==> src/rtl/i2c_pkg.sv <==
// Shared types and constants for the I2C slave front end.
package i2c_pkg;

    typedef enum logic {
        BUS_IDLE = 1'b0,
        BUS_BUSY = 1'b1
    } bus_state_t;

    localparam logic I2C_IDLE_LEVEL = 1'b1;

endpackage

==> src/rtl/i2c_glitch_filter.sv <==
// One I2C line: two-flop synchroniser followed by a consecutive-sample glitch filter.
module i2c_glitch_filter #(
    parameter int unsigned FILTER_CYCLES = 4
) (
    input  logic clk,
    input  logic n_rst,
    input  logic raw_in,
    output logic filt_out
);
    import i2c_pkg::*;

    localparam int unsigned CNT_W = $clog2(FILTER_CYCLES + 1);
    localparam logic [CNT_W-1:0] CNT_LAST = CNT_W'(FILTER_CYCLES - 1);

    logic             sync_q1;
    logic             sync_q2;
    logic [CNT_W-1:0] cnt_q;

    // Pads idle high, so the synchroniser powers up at the idle level.
    always_ff @(posedge clk or negedge n_rst) begin
        if (!n_rst) begin
            sync_q1 <= I2C_IDLE_LEVEL;
            sync_q2 <= I2C_IDLE_LEVEL;
        end else begin
            sync_q1 <= raw_in;
            sync_q2 <= sync_q1;
        end
    end

    // Filtered level only follows after FILTER_CYCLES consecutive differing samples.
    always_ff @(posedge clk or negedge n_rst) begin
        if (!n_rst) begin
            filt_out <= I2C_IDLE_LEVEL;
            cnt_q    <= '0;
        end else if (sync_q2 == filt_out) begin
            cnt_q <= '0;
        end else if (cnt_q == CNT_LAST) begin
            filt_out <= sync_q2;
            cnt_q    <= '0;
        end else begin
            cnt_q <= cnt_q + CNT_W'(1);
        end
    end

endmodule

==> src/rtl/i2c_line_monitor.sv <==
// I2C line conditioner: filtered SCL/SDA, SCL edge pulses, START/STOP pulses and bus ownership.
module i2c_line_monitor #(
    parameter int unsigned FILTER_CYCLES = 4
) (
    input  logic clk,
    input  logic n_rst,
    input  logic scl_in,
    input  logic sda_in,
    output logic scl_filt,
    output logic sda_filt,
    output logic rising_edge,
    output logic falling_edge,
    output logic start,
    output logic stop,
    output logic bus_busy
);
    import i2c_pkg::*;

    logic       scl_p;
    logic       sda_p;
    bus_state_t state_q;
    bus_state_t state_d;

    i2c_glitch_filter #(.FILTER_CYCLES(FILTER_CYCLES)) u_scl_filter (
        .clk      (clk),
        .n_rst    (n_rst),
        .raw_in   (scl_in),
        .filt_out (scl_filt)
    );

    i2c_glitch_filter #(.FILTER_CYCLES(FILTER_CYCLES)) u_sda_filter (
        .clk      (clk),
        .n_rst    (n_rst),
        .raw_in   (sda_in),
        .filt_out (sda_filt)
    );

    // START/STOP need SCL stable high, so an SCL change in the same cycle suppresses them.
    always_ff @(posedge clk or negedge n_rst) begin
        if (!n_rst) begin
            scl_p        <= I2C_IDLE_LEVEL;
            sda_p        <= I2C_IDLE_LEVEL;
            rising_edge  <= 1'b0;
            falling_edge <= 1'b0;
            start        <= 1'b0;
            stop         <= 1'b0;
        end else begin
            scl_p        <= scl_filt;
            sda_p        <= sda_filt;
            rising_edge  <= ~scl_p & scl_filt;
            falling_edge <= scl_p & ~scl_filt;
            start        <= scl_p & scl_filt & sda_p & ~sda_filt;
            stop         <= scl_p & scl_filt & ~sda_p & sda_filt;
        end
    end

    always_ff @(posedge clk or negedge n_rst) begin
        if (!n_rst) begin
            state_q <= BUS_IDLE;
        end else begin
            state_q <= state_d;
        end
    end

    // Repeated START holds BUS_BUSY; a stray STOP while idle changes nothing.
    always_comb begin
        state_d = state_q;
        case (state_q)
            BUS_IDLE: if (start) state_d = BUS_BUSY;
            BUS_BUSY: if (stop)  state_d = BUS_IDLE;
        endcase
    end

    assign bus_busy = (state_q == BUS_BUSY);

endmodule

==> config.mk <==
export PLATFORM = sky130hd
export DESIGN_NAME = i2c_line_monitor
export DESIGN_NICKNAME = d
export VERILOG_FILES = /design/src/rtl/i2c_pkg.sv /design/src/rtl/i2c_glitch_filter.sv /design/src/rtl/i2c_line_monitor.sv
export SDC_FILE = /design/constraint.sdc
export NUM_CORES = 1
export LEC_CHECK = 0
export BUFFER_PORTS_ARGS = -buffer_cell sky130_fd_sc_hd__buf_2
export CORE_MARGIN = 8
export CORE_UTILIZATION = 40
export CTS_CLUSTER_SIZE = 12
export DETAILED_ROUTE_END_ITERATION = 16
export MAX_ROUTING_LAYER = met4
export SYNTH_ARGS = -nofsm -noshare
export SYNTH_HDL_FRONTEND = slang
export SYNTH_SLANG_ARGS = --single-unit
==> constraint.sdc <==
create_clock -name clk -period 1.4 [get_ports clk]
set_clock_uncertainty 0.15 [all_clocks]
set_input_delay 0.14 -clock clk [delete_from_list [all_inputs] [get_ports clk]]
set_output_delay 0.14 -clock clk [all_outputs]
set_load 0.01 [all_outputs]
==> flow_summary.toml <==
[timing]
worstMarginPinSlew_ps = 397
setup_ws_ps = 74.3
timing.slew.headroom_pct = 73.5
holdWs_ps = 152
hold_violations = 0
tns_ps = 0
period_share_pct = 94.7
maxSlewViolCount = 0
setup_viol = 0
rsz0062_at_grt = "no"
max_freq_mhz = 754
period_minus_slack_ps = 1330

[route]
num_vias = 355
wl_per_cell_um = 12.8
antenna_left = 0
drc = 0
via_per_inst = 4.86
drt_iter0_drc = 2
first_pass_iters = 3
wl_um = 931

[placed_design]
dp_hpwl_um = 715
dp_worst_setup_slack_ps = 87.0
placed_cell_area_sq_um = 729
gp_congestion = 0.657
port_buffers = 10

[setup_path]
crit_buf_inv = 1
crit_fanout = 7
max_stage_delay_ps = 600
r2r_end = "u_scl_filter.filt_out"
arrival_ps = 1040
crit_chain = "buf_2"
reg2reg_depth = 3
rrSetupSlack_ps = 80
cp_top_family = "flip-flops"
cp.required_ps = 1110
cp-start-kind = "flop"
endpoint_kind = "output pin"
crit_slowest_cell = "dfstp_2"
reg2reg_from = "u_scl_filter.cnt_q[0]"
crit_type = "reg -> out"

[clock_tree]
h-tree-depth = 1
cts_sinks = 19
clock-root-buffer = "clkbuf_4"
clk_latency_ps = 280
cts_max_path_buffers = 2
post_cts_buffers = 0
hold_buffers = 3
cts_tree = "yes"
cts.repair.resized = 0
cts.clk_slew.worst_paths_ps = 100
cts_buffers = 3

[synth]
syn_area_per_cell_sq_um = 16.5
synth_cell_types = 14
synth_seq_cells = 19
ys_warn_count = 0
synth-seq-area-share_pct = 73.6
synthesis.area_sq_um = 659
synth_fp_nets = 46
syn_inst = 40

[finish]
fin_nets = 64
fill_cells = 131
synthToLayoutAreaGrowth_pct = 19.2
drive_gt1_share_pct = 45.6
diodes = 0
final_cell_area_sq_um = 786

[grt]
antenna_found_initial = 0
grtUsageTotal_pct = 6.72
grt_max_degree = 20
grt_first_pass_wirelength_mm = 1.71
overflow = 0
grt_pass1_vias = 423

[die]
start_util_pct = 43.3
die_area_sq_mm = 0.00320
ioPinCount = 11
core_region_area_sq_mm = 0.00152
chipWidth_um = 56.6
rows = 14
die_y_um = 56.6

[power]
leakage_uw = 0.000368
vdd_drop_max_uv = 774
power_density_mw_per_mm2 = 1940

[run]
drv_cap = 0

[hold_path]
hold_path_class = "in -> async"

[outcome]
outcome = "finished clean"
[cell usage in the layout (no fill, tap or decap)]
cell	count
dfrtp_1	11
buf_2	10
dfstp_2	8
nor3b_1	5
clkbuf_4	3
dlygate4sd3_1	3
xnor2_1	2
nor2b_2	2
nor3_1	2
mux2_2	2
ha_1	2
nand2_1	1
nor2b_1	1
and2b_1	1
nor3b_2	1
inv_1	1
mux2i_1	1
clkbuf_1	1
[where the power goes]
part           internal [uW]  total (uW)  switching (uW)  leakage, uW
clock network            111         258             147    0.0000150
logic                    212         390             178     0.000124
registers                760         872             112     0.000229
total                   1080        1520             437     0.000368
[cells in the mapped netlist]
library cell / instances / area share [%]
mux2i_1: 1 / 1.5
xnor2_1: 2 / 2.7
mux2_2: 2 / 3.4
nand2_1: 1 / 0.57
nor3_1: 2 / 1.5
dfstp_2: 8 / 32
and2b_1: 1 / 1.1
ha_1: 2 / 3.8
nor2b_1: 1 / 0.95
nor2b_2: 2 / 2.7
nor3b_1: 5 / 5.7
nor3b_2: 1 / 1.9
inv_1: 1 / 0.57
dfrtp_1: 11 / 42
[registers in the layout, indices dropped and copies added (netlist names)]
signal / flops
u_sda_filter.sync_q1: 1
start: 1
u_scl_filter.filt_out: 1
scl_p: 1
u_sda_filter.sync_q2: 1
bus_busy: 1
rising_edge: 1
u_sda_filter.filt_out: 1
u_sda_filter.cnt_q: 3
stop: 1
u_scl_filter.sync_q1: 1
falling_edge: 1
sda_p: 1
u_scl_filter.cnt_q: 3
u_scl_filter.sync_q2: 1
[metal layers]
metal	part of all wire (%)	up-vias	track usage, %
met5	0	-	-
met2	52	9	11.4
met3	7.0	0	2.92
li1	-	169	-
met1	41	177	6.37
met4	0	0	3.09
[logic make-up after synthesis]
group / after synthesis / synth area share (%)
flip-flops: 19 / 73.6
AND/OR/NAND/NOR: 13 / 14.4
adder cells (fa/ha/maj): 2 / 3.79
buffers and inverters: 1 / 0.569
multiplexers: 3 / 4.93
XOR/XNOR: 2 / 2.66
[final cells by class]
class                           count  area (sq um)  share of cell area [%]
Multi-Input combinational cell     20           170                    21.7
Tap cell                           16          20.0                    2.55
Clock buffer                        4          26.3                    3.34
Timing Repair Buffer               13          80.1                    10.2
Inverter                            1          3.75                   0.478
Sequential cell                    19           485                    61.8
[metrics by stage]
stage               util (%)  power [uW]  std cells
detailed placement      47.9        1290         66
CTS                     51.6        1550         73
global route            51.6        1650         73
global placement        47.9        1240         66
finish                  51.6        1520         73
floorplan                  -        1120         40
[worst max-delay path by stage]
stage                       endpoint                   from  depth (start not counted)  slack [ps]
2_1_floorplan  u_scl_filter.filt_out  u_scl_filter.cnt_q[0]                          3         180
3_3_place_gp   u_scl_filter.filt_out  u_scl_filter.cnt_q[0]                          3         170
3_5_place_dp   u_scl_filter.filt_out  u_scl_filter.cnt_q[0]                          3          90
4_1_cts                     scl_filt  u_scl_filter.filt_out                          1          60
5_1_grt        u_scl_filter.filt_out  u_scl_filter.cnt_q[0]                          3           4
6_report                    scl_filt  u_scl_filter.filt_out                          1          70
Note: power is estimated with default switching activity, not from simulation.
